==> src/rtl/svm_recall_sequencer_if.sv <==
// Register-side bundle of the SVM recall sequencer: bank writes, launch, status, decision.
// With SVM_BIAS_EN defined the bundle also carries the signed bias.
interface svm_recall_sequencer_if #(
    parameter int SV_AW = 4,
    parameter int ACC_W = 20
);
    logic             sv_wr_en;
    logic [SV_AW-1:0] sv_wr_addr;
    logic [15:0]      sv_wr_data;
    logic [SV_AW:0]   num_sv;
    logic [13:0]      feat;
    logic             start;
    logic             busy;
    logic             done;
    logic             result;
    logic [ACC_W-1:0] acc_out;
`ifdef SVM_BIAS_EN
    logic [ACC_W-1:0] bias;
`endif

    modport master (
`ifdef SVM_BIAS_EN
        output bias,
`endif
        output sv_wr_en, sv_wr_addr, sv_wr_data,
        output num_sv, feat, start,
        input  busy, done, result, acc_out
    );

    modport slave (
`ifdef SVM_BIAS_EN
        input  bias,
`endif
        input  sv_wr_en, sv_wr_addr, sv_wr_data,
        input  num_sv, feat, start,
        output busy, done, result, acc_out
    );
endinterface

==> src/rtl/svm_recall_sequencer.sv <==
// Multi-pair sign-magnitude SVM recall: one support-vector pair accumulated per cycle.
// Optional SVM_BIAS_EN: accumulator is preloaded from the bias port at start.
module svm_recall_sequencer #(
    parameter int MAX_SV = 16,
    parameter int SV_AW  = 4,
    parameter int ACC_W  = 20
) (
    input logic Bus2IP_Clk,
    input logic Bus2IP_Reset,
    svm_recall_sequencer_if.slave bus
);
    typedef enum logic [1:0] {IDLE, RUN, FIN} state_t;

    state_t state, state_nxt;

    logic [15:0]             bank [MAX_SV];
    logic [SV_AW-1:0]        idx;
    logic [SV_AW:0]          rem;
    logic [SV_AW:0]          n_clamp;
    logic [6:0]              f1, f2;
    logic signed [ACC_W-1:0] acc;
    logic signed [ACC_W-1:0] acc_init;
    logic signed [ACC_W-1:0] t1, t2, term;
    logic [15:0]             sv;
    logic [13:0]             p1, p2;
    logic                    done_r, result_r;
    logic [ACC_W-1:0]        acc_out_r;

    assign n_clamp = (bus.num_sv > (SV_AW+1)'(MAX_SV)) ?
                     (SV_AW+1)'(MAX_SV) : bus.num_sv;

`ifdef SVM_BIAS_EN
    assign acc_init = bus.bias;
`else
    assign acc_init = '0;
`endif

    // Bank is frozen while a recall is in flight and never cleared by reset
    always_ff @(posedge Bus2IP_Clk) begin
        if (bus.sv_wr_en && state == IDLE)
            bank[bus.sv_wr_addr] <= bus.sv_wr_data;
    end

    always_comb begin
        sv = bank[idx];
        p1 = 14'(f1) * 14'(sv[14:8]);
        p2 = 14'(f2) * 14'(sv[6:0]);
        t1 = ACC_W'(p1);
        t2 = ACC_W'(p2);
        if (sv[15]) t1 = -t1;
        if (sv[7])  t2 = -t2;
        term = t1 + t2;
    end

    always_ff @(posedge Bus2IP_Clk) begin
        if (Bus2IP_Reset)
            state <= IDLE;
        else
            state <= state_nxt;
    end

    always_comb begin
        state_nxt = state;
        unique case (state)
            IDLE: begin
                if (bus.start)
                    state_nxt = (n_clamp == '0) ? FIN : RUN;
            end
            RUN: begin
                if (rem == (SV_AW+1)'(1))
                    state_nxt = FIN;
            end
            FIN:     state_nxt = IDLE;
            default: state_nxt = IDLE;
        endcase
    end

    always_ff @(posedge Bus2IP_Clk) begin
        if (Bus2IP_Reset) begin
            done_r    <= 1'b0;
            result_r  <= 1'b0;
            acc_out_r <= '0;
            acc       <= '0;
            idx       <= '0;
            rem       <= '0;
            f1        <= '0;
            f2        <= '0;
        end else begin
            done_r <= 1'b0;
            unique case (state)
                IDLE: begin
                    if (bus.start) begin
                        f1  <= bus.feat[13:7];
                        f2  <= bus.feat[6:0];
                        rem <= n_clamp;
                        idx <= '0;
                        acc <= acc_init;
                    end
                end
                RUN: begin
                    acc <= acc + term;
                    idx <= idx + 1'b1;
                    rem <= rem - 1'b1;
                end
                FIN: begin
                    acc_out_r <= acc;
                    result_r  <= ~acc[ACC_W-1];
                    done_r    <= 1'b1;
                end
                default: ;
            endcase
        end
    end

    assign bus.busy    = (state != IDLE);
    assign bus.done    = done_r;
    assign bus.result  = result_r;
    assign bus.acc_out = acc_out_r;
endmodule
==> src/flat_wrapper.sv <==
// flat-port wrapper written by rule: the top's interface ports become plain ports
module svm_recall_sequencer_flat 
#(
    parameter int MAX_SV = 16,
    parameter int SV_AW  = 4,
    parameter int ACC_W  = 20
)
  (Bus2IP_Clk, Bus2IP_Reset, bus_sv_wr_en, bus_sv_wr_addr, bus_sv_wr_data, bus_num_sv, bus_feat, bus_start, bus_busy, bus_done, bus_result, bus_acc_out);
  svm_recall_sequencer_if #(.SV_AW(SV_AW), .ACC_W(ACC_W)) bus_i ();
  input logic Bus2IP_Clk;
  input logic Bus2IP_Reset;
  input wire logic [$bits(bus_i.sv_wr_en)-1:0] bus_sv_wr_en;
  input wire logic [$bits(bus_i.sv_wr_addr)-1:0] bus_sv_wr_addr;
  input wire logic [$bits(bus_i.sv_wr_data)-1:0] bus_sv_wr_data;
  input wire logic [$bits(bus_i.num_sv)-1:0] bus_num_sv;
  input wire logic [$bits(bus_i.feat)-1:0] bus_feat;
  input wire logic [$bits(bus_i.start)-1:0] bus_start;
  output wire logic [$bits(bus_i.busy)-1:0] bus_busy;
  output wire logic [$bits(bus_i.done)-1:0] bus_done;
  output wire logic [$bits(bus_i.result)-1:0] bus_result;
  output wire logic [$bits(bus_i.acc_out)-1:0] bus_acc_out;
  assign bus_i.sv_wr_en = bus_sv_wr_en;
  assign bus_i.sv_wr_addr = bus_sv_wr_addr;
  assign bus_i.sv_wr_data = bus_sv_wr_data;
  assign bus_i.num_sv = bus_num_sv;
  assign bus_i.feat = bus_feat;
  assign bus_i.start = bus_start;
  assign bus_busy = bus_i.busy;
  assign bus_done = bus_i.done;
  assign bus_result = bus_i.result;
  assign bus_acc_out = bus_i.acc_out;
  svm_recall_sequencer #(.MAX_SV(MAX_SV), .SV_AW(SV_AW), .ACC_W(ACC_W)) u_core (.Bus2IP_Clk(Bus2IP_Clk), .Bus2IP_Reset(Bus2IP_Reset), .bus(bus_i));
endmodule
==> config.mk <==
export PLATFORM = sky130hd
export DESIGN_NAME = svm_recall_sequencer_flat
export DESIGN_NICKNAME = d
export VERILOG_FILES = /design/src/rtl/svm_recall_sequencer_if.sv /design/src/rtl/svm_recall_sequencer.sv /design/src/flat_wrapper.sv
export SDC_FILE = /design/constraint.sdc
export NUM_CORES = 1
export LEC_CHECK = 0
export BUFFER_PORTS_ARGS = -buffer_cell sky130_fd_sc_hd__buf_2
export CORE_ASPECT_RATIO = 1.5
export CORE_MARGIN = 2
export CORE_UTILIZATION = 45
export CTS_CLUSTER_DIAMETER = 50
export DETAILED_ROUTE_END_ITERATION = 10
export MAX_ROUTING_LAYER = met4
export PLACE_DENSITY = 0.68
export SLEW_MARGIN = 20
export SYNTH_ARGS = -nofsm -noshare
export SYNTH_HDL_FRONTEND = slang
export SYNTH_SLANG_ARGS = --single-unit
==> constraint.sdc <==
create_clock -name Bus2IP_Clk -period 14 [get_ports Bus2IP_Clk]
set_clock_uncertainty 0.1 [all_clocks]
set_input_delay 2.1 -clock Bus2IP_Clk [delete_from_list [all_inputs] [get_ports Bus2IP_Clk]]
set_output_delay 2.1 -clock Bus2IP_Clk [all_outputs]
set_load 0.02 [all_outputs]
After elaboration in Yosys (flattened, before gate mapping):

Memories as Yosys holds them, arrays and structs flattened. A register that Yosys moved wholly into a read port is not among the register bits.
Index checks and enable logic that the tools add are counted.

* output and inout port bits: 23
* word-level logic and storage cells: 51
* input bits: 43
* register bits after elaboration: 67
* RAM bits: 256
* memories: 1

* bitwise operators: 1
* muxes and demuxes: 18
* $lt $le $gt $ge: 1
* eq/ne operators: 5
* $mul: 2
* reduce and logical (&&, ||, !) cells: 8
* add/sub/neg operators: 6

Memories
* u_core.bank: words 16, width 16, read ports 1, clocked after Yosys merged registers in 1, wr ports 1, line svm_recall_sequencer.sv:16 `logic [15:0] bank [MAX_SV];`

Operator list (count)
* 20-bit two-way mux: 3
* 20-bit adder: 2
* 14-bit negator with 20-bit output: 2
* 20-bit one-hot mux with 2 select lines: 1
* 7-bit by 7-bit multiplier with 14-bit output: 2
* 4-bit two-way mux: 3
* 5-bit two-way mux: 2
* 5-bit one-hot mux with 2 select lines: 1
* 4-bit one-hot mux with 2 select lines: 1
* 2-bit two-way mux: 3
* 2-bit AND reduction: 3
* 5-bit by 1-bit == test with 1-bit output (second input constant): 1
* 5-bit greater-than comparator (second input constant): 1
* 5-bit zero test: 1
* 5-bit by 1-bit subtractor with 5-bit output (second input constant): 1
* 4-bit by 1-bit adder with 4-bit output (second input constant): 1
* 2-bit one-hot mux with 2 select lines: 1
* 2-bit nonzero test: 2
* 1-bit two-way mux: 3
* 2-bit by 1-bit == test with 1-bit output (second input constant): 1
* 2-bit == test (second input constant): 1
* 2-bit zero test: 1
* 2-bit by 1-bit != test with 1-bit output (second input constant): 1
* 2-bit != test (second input constant): 1
* other kinds (2): 2

Longest topological paths before layout:

Gate-level depths: netlist of the first run.

* word-level depth: 6
* mapped depth: 37
* depth with buffers taken out: 33

Least setup slack after synthesis of the first run:

No wires, ideal clock.

* path type: reg2reg
* start point: register with a tool-made name
* end point: register u_core.acc[19]
* data required time: 13772 ps
* period minus slack after synthesis: 9743 ps
* buffers on the path: 5
* setup time: 128 ps
* arrival: 9516 ps
* cell stages (with the launch flop): 33
* setup slack: 4257 ps
* path through: dfxtp_1 -> clkbuf_1 -> buf_1 -> buf_2 -> buf_1 -> mux4_2 -> mux4_2 -> nand2_1 -> fa_1 -> fa_1 -> inv_1 -> fa_1 -> inv_1 -> fa_1 -> inv_1 -> ha_1 -> a21oi_2 -> o21ai_1 -> xnor2_1 -> or4b_4 -> or4b_1 -> buf_2 -> o41ai_1 -> fa_1 -> inv_1 -> ha_1 -> a21o_1 -> or3_1 -> o221ai_1 -> o21ai_0 -> xnor3_1 -> a22oi_1 -> nor2_1

RTL lines
* end signal, assigned: line svm_recall_sequencer.sv:97 `acc <= acc_init;`
* end signal, assigned: line svm_recall_sequencer.sv:101 `acc <= acc + term;`
* end, declared: line svm_recall_sequencer.sv:21 `logic signed [ACC_W-1:0] acc;`

==> results by group, run 1 <==
Placement
  • Placer Congestion: 0.8898
  • Placed Cells incl. Taps: 1,838
  • Post-DP Area: 0.01835 mm2
  • Port buffer count: 65
  • Placed wire-length estimate: 25,420 um

Setup path
  • Worst Setup Start Kind: flop
  • Crit-path max FO: 43
  • FF-to-FF setup slack: 4.27 ns
  • Highest cell delay on the worst timing path: 0.73 ns
  • Worst path bufs/invs: 5
  • Critical path class: flop to flop
  • CP max stage cell: buf_4
  • Top delay family on crit path: adder cells
  • Crit end category: flop
  • CP most frequent cell: fa_1
  • WP data required: 14.30 ns
  • Arrival time worst endpoint: 10.03 ns

Routing
  • Residual DRC count: 0
  • DR vias/cell: 5.528
  • Detail Route Antenna Nets: 0
  • First drt pass iteration count: 5
  • Routed len/inst: 19.22 um
  • Drt initial violations: 737
  • DRT Wirelength: 36,550 um
  • Via count: 10,510

Synth
  • Seq/Total Area, Yosys: 0.5249
  • Ys flop type: edfxtp_1
  • Async S/R FF share, synth: 0
  • Synthesized area per cell: 13.36 um2
  • Mapped cell area: 0.01735 mm2
  • Synth cell types: 69
  • Ys Warns: 0
  • Synthesis-stage register bit count: 327
  • Cell count after synthesis: 1,299
  • Mapped Nets: 1,497
  • Post-synth EDFFs: 256

Timing
  • Final Max Slew Viols: 0
  • Max frequency: 102.7 MHz
  • Worst slew pin tran: 0.9563 ns
  • Final TNS setup: 0 ns
  • Final worst-path cycle share: 0.6953
  • Slew headroom: 0.3625
  • Min Tclk post-route: 9.734 ns
  • Setup violations, final: 0
  • Final hold vios: 0
  • RSZ-0062 raised after global routing: no

Clock network
  • Bufs on Longest Clock Path: 3
  • CTS buffer count: 36
  • Cts repair resizes: 0
  • CTS Root Buffer Type: clkbuf_16
  • Post-CTS Setup Bufs: 0
  • Clock latency at the later pin of the worst-skew pair: 0.55 ns
  • # hold bufs at CTS: 0
  • Clock Pin Slew Worst Setup and Hold Paths: 0.06 ns
  • Clock Sinks: 327
  • CTS tree: built
  • H-tree level count: 2

Final layout
  • Final core utilization: 0.5103
  • Share of layout cells above drive strength 1: 0.1764
  • # nets final: 1,579
  • Commonest non-fill, non-tap cells in the layout: edfxtp_1 (256), nand2_1 (135), inv_1 (92), ha_1 (87), mux4_2 (78)
  • P&R area growth vs syn: 12.35%
  • Final Non-Filler Cells: 1,902
  • Commonest non-fill, non-tap cell in the layout: edfxtp_1
  • Fillers: 3,221
  • Final Cell Area: 0.01949 mm2

Power and ir drop
  • Leakage: 7.427 nW
  • Total Power: 2.819 mW
  • Worst VDD drop: 0.09899 mV
  • Cell Pwr Density: 144.6 mW/mm2

Hold path
  • Worst min path class: flop to flop

Floorplan
  • Die span in y: 244.5 um
  • Core ar.: 0.03821 mm2
  • Die W: 164.3 um
  • Ports: 66
  • Die area: 0.04018 mm2
  • Initial core utilization: 0.4542
  • Row Count: 88

Global routing
  • Overflow after GRT: 0
  • First-pass GRT wire length: 57,590 um
  • Largest net degree at the start of global routing: 69
  • Initial antenna violation count: 1
  • Vias in the first global route: 10,790
  • GRT Total Usage: 0.1928

Run
  • MaxCap Viol Count: 0

Outcome
  • Status: completed
## metal layers
| metal | global-route usage | share of wire | up-vias |
|---|---|---|---|
| met5 | - | 0 | - |
| met4 | 0.08333 | 0.042 | 0 |
| met3 | 0.03070 | 0.046 | 85 |
| met2 | 0.3390 | 0.53 | 267 |
| met1 | 0.2146 | 0.38 | 5251 |
| li1 | - | - | 4911 |
## final cells by class
class                   count  area [um2]  share of cell area
diodes                      1       2.502           0.0001284
clock buffers              46       958.4             0.04916
clock inverters            17       181.4            0.009306
inverters                  92       345.3             0.01771
multi-input cells         835        7769              0.3985
flip-flops and latches    327        9114              0.4675
well taps                 495       619.3             0.03177
repair buffers             89       505.5             0.02593
## synth_stat cells (31+ instances only)
| cell | n | area [um2] |
|---|---|---|
| inv_1 | 92 | 345.3 |
| nand2_1 | 135 | 506.7 |
| mux4_2 | 78 | 1757 |
| xnor2_1 | 31 | 271.5 |
| edfxtp_1 | 256 | 7687 |
| dfxtp_1 | 71 | 1421 |
| clkbuf_1 | 31 | 116.4 |
| fa_1 | 68 | 1361 |
| nor2_1 | 80 | 300.3 |
| ha_1 | 87 | 1089 |
| and2_1 | 66 | 412.9 |
| a21oi_1 | 65 | 325.3 |
## sequential cells by signal, summed over array words and instances (netlist names), named ones only
| name | cells |
|---|---|
| u_core.acc | 20 |
| u_core.bus.acc_out | 20 |
| u_core.rem | 5 |
| u_core.bank | 256 |
| u_core.f2 | 7 |
| u_core.f1 | 7 |
| u_core.idx | 4 |
| u_core.state | 2 |
| u_core.bus.result | 1 |
| u_core.bus.done | 1 |
## through the flow
step | setup slack, ns | hold slack (ns)
after floorplan | 4.257 | 0.3319
after global placement | 4.467 | 0.3424
after detailed placement | 4.296 | 0.3453
after CTS | 4.203 | 0.3537
after global routing | 3.525 | 0.3700
final | 4.266 | 0.3488
## kinds of logic (layout without fill, tap and decap cells)
family                   after synthesis  count (layout)  share of synthesized area
XOR/XNOR                              59              59                    0.03057
multiplexers                          85              85                     0.1054
other                                  0               1                          0
buffers and inverters                137             244                    0.03021
adder cells (fa/ha/maj)              155             155                     0.1412
flip-flops                           327             327                     0.5249
AND/OR/NAND/NOR                      352             352                    0.09670
AO/OA/AOI/OAI                        184             184                    0.07103
## power breakdown
group          switching [mW]  internal (mW)  total, mW  leakage (nW)
combinational           0.459          0.357      0.816          3.99
sequential             0.0325           1.08       1.11          2.89
clock                   0.392          0.499      0.891         0.549
total                   0.884           1.94       2.82          7.43
## worst paths after layout
kind	from	depth (start not counted)	to
max	flop	28	u_core.acc[19]
min	u_core.bus.acc_out[8]	2	u_core.bus.acc_out[8]
max reg2reg	flop	28	u_core.acc[19]
min reg2reg	u_core.bus.acc_out[8]	2	u_core.bus.acc_out[8]
## tightest hold or removal path: cells and delay by family, from the launching register on
kind | cells | cell delay, ns
simple gates | 1 | 0.05
flops | 1 | 0.30
compound gates | 1 | 0.05
(Power assumes the default switching activity.)
==> run 2: changes to the inputs <==
==> constraint.sdc (replaced) <==
create_clock -name Bus2IP_Clk -period 9.9 [get_ports Bus2IP_Clk]
set_clock_uncertainty 0.1 [all_clocks]
set_input_delay 1.485 -clock Bus2IP_Clk [delete_from_list [all_inputs] [get_ports Bus2IP_Clk]]
set_output_delay 1.485 -clock Bus2IP_Clk [all_outputs]
set_load 0.02 [all_outputs]
==> run 2 against run 1 <==
  * Sequential cell count unchanged
  * Design area barely moved
  * Maximum frequency up 5.3%
  * Utilization about the same
  * Combinational power increased by 42%
  * Die area stayed put
  * Largest power group unchanged
==> results by group, run 2 (same netlist as run 1, synthesis figures left out) <==
Final layout
  • Commonest non-fill, non-tap cells in the layout: edfxtp_1 (256), nand2_1 (135), inv_1 (92), ha_1 (87), mux4_2 (78)
  • Number of flip-flops under the largest register name: 256 (unchanged)
  • P&R area growth vs syn: 12.40% (about the same)
  • Share of layout cells above drive strength 1: 0.1759 (-0.0004610)
  • # nets final: 1,578 (-0.063%)
  • Biggest register: u_core.bank
  • Commonest non-fill, non-tap cell in the layout: edfxtp_1
  • Final core utilization: 0.5104 (about the same)
  • Final Cell Area: 0.01950 mm2 (about the same)

Timing
  • Min Tclk post-route: 9.243 ns (-0.4904 ns)
  • Max frequency: 108.2 MHz (+5.3%)
  • Final hold vios: 0 (unchanged)
  • RSZ-0062 raised after global routing: no
  • Final worst-path setup slack: 0.6565 ns (-3.610 ns)
  • Worst slew pin tran: 0.9361 ns (-0.02016 ns)
  • Slew headroom: 0.3759 (+0.01344)
  • Final worst-path cycle share: 0.9337 (+0.2384)
  • Final TNS setup: 0 ns (unchanged)
  • Final Max Slew Viols: 0 (unchanged)
  • Setup violations, final: 0 (unchanged)

Floorplan
  • Die W: 164.3 um (unchanged)
  • Die span in y: 244.5 um (unchanged)
  • Ports: 66 (unchanged)
  • Row Count: 88 (unchanged)
  • Die area: 0.04018 mm2 (unchanged)
  • Core ar.: 0.03821 mm2 (unchanged)
  • Initial core utilization: 0.4542 (unchanged)

Routing
  • DR vias/cell: 5.514 (-0.25%)
  • Via count: 10,480 (-0.35%)
  • M1 WL: 14,170 um (+0.95%)
  • Routed len/inst: 19.79 um (+3.0%)
  • Met3 Routed Length: 1683 um (+0.18%)
  • Top sig layer: met4
  • DRT Wirelength: 37,590 um (+2.9%)
  • Detail Route Antenna Nets: 0 (unchanged)
  • Drt initial violations: 790 (+7.2%)
  • Metal2 WL: 19,940 um (+3.4%)
  • Residual DRC count: 0 (unchanged)
  • First drt pass iteration count: 5 (unchanged)

Power and ir drop
  • Cell Pwr Density: 205.1 mW/mm2 (+42%)
  • Total Power: 4.000 mW (+42%)
  • Seq pwr share: 0.394 (about the same)
  • Clock Power Share: 0.317 (about the same)
  • Combinational share of power: 0.289 (about the same)
  • Leakage: 7.433 nW (about the same)
  • Worst VDD drop: 0.1499 mV (+51%)
  • Sw Ratio: 0.3100 (-0.003470)
  • Net Switching: 1.240 mW (+40%)
  • Pint: 2.760 mW (+43%)

Setup path
  • Top delay family on crit path: adder cells
  • Worst path bufs/invs: 4 (-1)
  • Worst Setup Start Kind: flop
  • CP max stage cell: dfxtp_4
  • Critical path class: flop to flop
  • WP data required: 10.20 ns (-4.10 ns)
  • Highest cell delay on the worst timing path: 0.77 ns (+0.04 ns)
  • Crit end category: flop
  • Arrival time worst endpoint: 9.54 ns (-0.49 ns)
  • CP most frequent cell: fa_1
  • Crit-path max FO: 31 (-28%)

Placement
  • Placed wire-length estimate: 26,110 um (+2.7%)
  • Post-DP Area: 0.01839 mm2 (+0.18%)
  • Post-place setup slack: 0.5844 ns (-3.711 ns)
  • Port buffer count: 65 (unchanged)
  • Placer Congestion: 0.8887 (-0.12%)

Clock network
  • Cts repair resizes: 0 (unchanged)
  • Clock latency at the later pin of the worst-skew pair: 0.54 ns (about the same)
  • H-tree level count: 2 (unchanged)
  • Bufs on Longest Clock Path: 3 (unchanged)
  • Clock Sinks: 327 (unchanged)
  • # hold bufs at CTS: 0 (unchanged)
  • Clock Pin Slew Worst Setup and Hold Paths: 0.06 ns (about the same)
  • CTS Root Buffer Type: clkbuf_16
  • Post-CTS Setup Bufs: 0 (unchanged)
  • CTS buffer count: 34 (-5.6%)
  • CTS tree: built

Global routing
  • GRT Total Usage: 0.1996 (+0.006791)
  • First-pass GRT wire length: 59,590 um (+3.5%)
  • Overflow after GRT: 0 (unchanged)
  • Largest net degree at the start of global routing: 69 (unchanged)
  • Initial antenna violation count: 1 (unchanged)
  • Vias in the first global route: 11,040 (+2.3%)

Hold path
  • Worst min path class: flop to flop

Outcome
  • Status: completed

Run
  • MaxCap Viol Count: 0 (unchanged)
==> run 2: final timing paths <==
kind	startpoint	slack (ns)	to	depth (start not counted)
setup / recovery	flop	0.66	u_core.acc[19]	28
hold / removal	u_core.bus.acc_out[9]	0.35	u_core.bus.acc_out[9]	2
setup reg to reg	flop	0.66	u_core.acc[19]	28
hold reg to reg	u_core.bus.acc_out[9]	0.35	u_core.bus.acc_out[9]	2
==> run 2: through the flow <==
| step | std cells | hold slack [ns] |
|---|---|---|
| global route | 1900 | 0.3676 |
| CTS | 1899 | 0.3525 |
| global placement | 1839 | 0.3412 |
| detailed placement | 1839 | 0.3444 |
| floorplan | 1299 | 0.3319 |
| finish | 1900 | 0.3500 |
==> run 2: layout make-up <==
cell class,count,area [um2]
inverters,92,345.3
repair buffers,90,538.0
clock buffers,41,877.1
diodes,1,2.502
well taps,495,619.3
multi-input cells,835,7769
clock inverters,19,237.7
flip-flops and latches,327,9114
fillers,3202,18700
==> run 2: power by group through the flow <==
stage          clock network [mW]  logic, mW  registers (mW)
2_1_floorplan                   0      0.923            1.58
3_3_place_gp                    0       1.12            1.61
3_5_place_dp                    0       1.15            1.61
4_1_cts                      1.30       1.16            1.58
5_1_grt                      1.34       1.30            1.58
6_report                     1.27       1.16            1.58
==> run 2: worst reg2reg max path: cells and delay by family (launching register included) <==
kind	cells	cell delay (ns)
compound gates	7	1.72
xor+xnor	3	0.61
fa+ha+maj	7	3.10
buf+inv	4	0.18
flops	1	0.77
mux	2	1.16
simple gates	5	1.50
==> run 2: routing by layer <==
metal	vias up	track usage
li1	4898	-
met1	5203	0.2187
met5	-	-
met3	92	0.03002
met2	284	0.3520
met4	0	0.09469
==> run 3: changes to the inputs <==
--- a/config.mk
+++ b/config.mk
@@ -6,7 +6,6 @@
 export NUM_CORES = 1
 export LEC_CHECK = 0
 export BUFFER_PORTS_ARGS = -buffer_cell sky130_fd_sc_hd__buf_2
-export CORE_ASPECT_RATIO = 1.5
 export CORE_MARGIN = 2
 export CORE_UTILIZATION = 45
 export CTS_CLUSTER_DIAMETER = 50
==> run 3 against run 2 <==
  * Die area hardly changed
  * Largest cell class unchanged
  * Register-to-register slack better by 0.03 ns
  * Critical path type unchanged
  * First-iteration DRC count is 11% lower
  * Hold slack worse by 0.0012 ns
  * Global-route usage is 0.29 points lower
  * Critical path depth is 3 higher
  * Combinational power hardly changed
  * Utilization is 1.2 points higher
==> results by group, run 3 (same netlist as run 1, synthesis figures left out) <==
Routing
  • Via count: 10,530 (+0.52%)
  • First drt pass iteration count: 5 (unchanged)
  • Residual DRC count: 0 (unchanged)
  • Detail Route Antenna Nets: 0 (unchanged)
  • DRT Wirelength: 37,590 um (unchanged)
  • Routed len/inst: 19.46 um (-1.7%)
  • DR vias/cell: 5.451 (-1.1%)
  • Drt initial violations: 700 (-11%)

Floorplan
  • Ports: 66 (unchanged)
  • Core ar.: 0.03784 mm2 (-0.95%)
  • Initial core utilization: 0.4585 (+0.004354)
  • Die W: 200.4 um (+22%)
  • Die area: 0.04015 mm2 (about the same)
  • Row Count: 71 (-19%)
  • Die span in y: 200.4 um (-18%)

Placement
  • Placer Congestion: 0.8913 (+0.29%)
  • Post-DP Area: 0.01842 mm2 (+0.18%)
  • Port buffer count: 65 (unchanged)
  • Placed wire-length estimate: 25,350 um (-2.9%)

Setup path
  • Worst Setup Start Kind: flop
  • Crit-path max FO: 27 (-13%)
  • Critical path class: flop to flop
  • Highest cell delay on the worst timing path: 0.70 ns (-0.07 ns)
  • WP data required: 10.21 ns (about the same)
  • CP most frequent cell: fa_1
  • Crit end category: flop
  • Arrival time worst endpoint: 9.52 ns (-0.02 ns)
  • CP max stage cell: dfxtp_4

Final layout
  • Final Cell Area: 0.01976 mm2 (+1.3%)
  • Commonest non-fill, non-tap cell in the layout: edfxtp_1
  • # nets final: 1,588 (+0.63%)
  • Commonest non-fill, non-tap cells in the layout: edfxtp_1 (256), nand2_1 (135), inv_1 (92), ha_1 (87), mux4_2 (78)
  • Register Area: 0.009114 mm2 (unchanged)
  • Biggest register: u_core.bank
  • Number of flip-flops under the largest register name: 256 (unchanged)
  • Share of layout cells above drive strength 1: 0.1880 (+0.01210)
  • Multi-input gate area: 0.007769 mm2 (unchanged)
  • P&R area growth vs syn: 13.86%
  • Fillers: 3,172 (-0.94%)

Power and ir drop
  • Worst VDD drop: 0.1444 mV (-3.6%)
  • Leakage: 7.555 nW (+1.6%)
  • Cell Pwr Density: 212.3 mW/mm2 (+3.5%)

Clock network
  • H-tree level count: 2 (unchanged)
  • Clock Sinks: 327 (unchanged)
  • CTS Root Buffer Type: clkbuf_16
  • Cts repair resizes: 0 (unchanged)
  • Post-CTS Setup Bufs: 0 (unchanged)
  • Clock Pin Slew Worst Setup and Hold Paths: 0.05 ns (about the same)
  • CTS tree: built
  • # hold bufs at CTS: 0 (unchanged)
  • Bufs on Longest Clock Path: 3 (unchanged)
  • Clock latency at the later pin of the worst-skew pair: 0.56 ns (+0.02 ns)
  • CTS buffer count: 39 (+15%)

Run
  • MaxCap Viol Count: 0 (unchanged)

Global routing
  • Overflow after GRT: 0 (unchanged)
  • Vias in the first global route: 10,570 (-4.2%)
  • Largest net degree at the start of global routing: 69 (unchanged)
  • First-pass GRT wire length: 59,690 um (+0.16%)
  • GRT Total Usage: 0.1967 (-0.002871)
  • Initial antenna violation count: 0 (-1)

Timing
  • Setup violations, final: 0 (unchanged)
  • Max frequency: 108.6 MHz (+0.35%)
  • Worst slew pin tran: 0.8726 ns (-0.06349 ns)
  • Final hold slack: 0.3487 ns (-0.001246 ns)
  • Final worst-path cycle share: 0.9304 (-0.003275)
  • RSZ-0062 raised after global routing: no
  • Final TNS setup: 0 ns (unchanged)
  • Min Tclk post-route: 9.211 ns (-0.03242 ns)
  • Slew headroom: 0.4182 (+0.04233)
  • Final hold vios: 0 (unchanged)
  • Final Max Slew Viols: 0 (unchanged)

Outcome
  • Status: completed

Hold path
  • Worst min path class: flop to flop
run 3: final cells by class:
cell class | count | area share
diodes | 1 | 0.0001267
clock buffers | 42 | 0.05098
clock inverters | 29 | 0.01666
inverters | 92 | 0.01748
multi-input cells | 835 | 0.3932
flip-flops and latches | 327 | 0.4613
well taps | 511 | 0.03236
repair buffers | 95 | 0.02787
run 3: worst paths after layout:
check / endpoint / start / depth (start not counted) / slack [ns]
setup / recovery: u_core.acc[19] / flop / 31 / 0.69
setup reg to reg: u_core.acc[19] / flop / 31 / 0.69
hold reg to reg: u_core.bus.acc_out[4] / u_core.bus.acc_out[4] / 2 / 0.35
hold / removal: u_core.bus.acc_out[4] / u_core.bus.acc_out[4] / 2 / 0.35
run 3: worst max-delay path, delay by kind of cell, from the launching register on:
| family | cells | cell delay, ns |
|---|---|---|
| XOR/XNOR | 3 | 0.49 |
| flip-flops | 1 | 0.70 |
| adder cells (fa/ha/maj) | 7 | 3.21 |
| AO/OA/AOI/OAI | 9 | 1.92 |
| AND/OR/NAND/NOR | 5 | 0.87 |
| buffers and inverters | 5 | 0.60 |
| multiplexers | 2 | 1.14 |
run 3: where the power goes:
group | internal, mW | switching [mW]
clock | 0.882 | 0.588
sequential | 1.53 | 0.0496
combinational | 0.505 | 0.641
total | 2.91 | 1.28
run 3: through the flow:
stage	total power [mW]	worst slack, ns	utilization	cells
3_5_place_dp	2.749	0.6730	0.4867	1860
2_1_floorplan	2.507	0.1567	-	1299
6_report	4.194	0.6889	0.5221	1932
5_1_grt	4.446	0.1584	0.5220	1931
4_1_cts	4.226	0.6745	0.5220	1931
3_3_place_gp	2.725	0.8526	0.4867	1860
run 3: layer usage:
| metal | vias to the layer above | global-route usage | part of all wire |
|---|---|---|---|
| met4 | 0 | 0.06085 | 0.029 |
| met5 | - | - | 0 |
| li1 | 4929 | - | - |
| met2 | 343 | 0.3170 | 0.48 |
| met3 | 71 | 0.04084 | 0.066 |
| met1 | 5189 | 0.2514 | 0.43 |
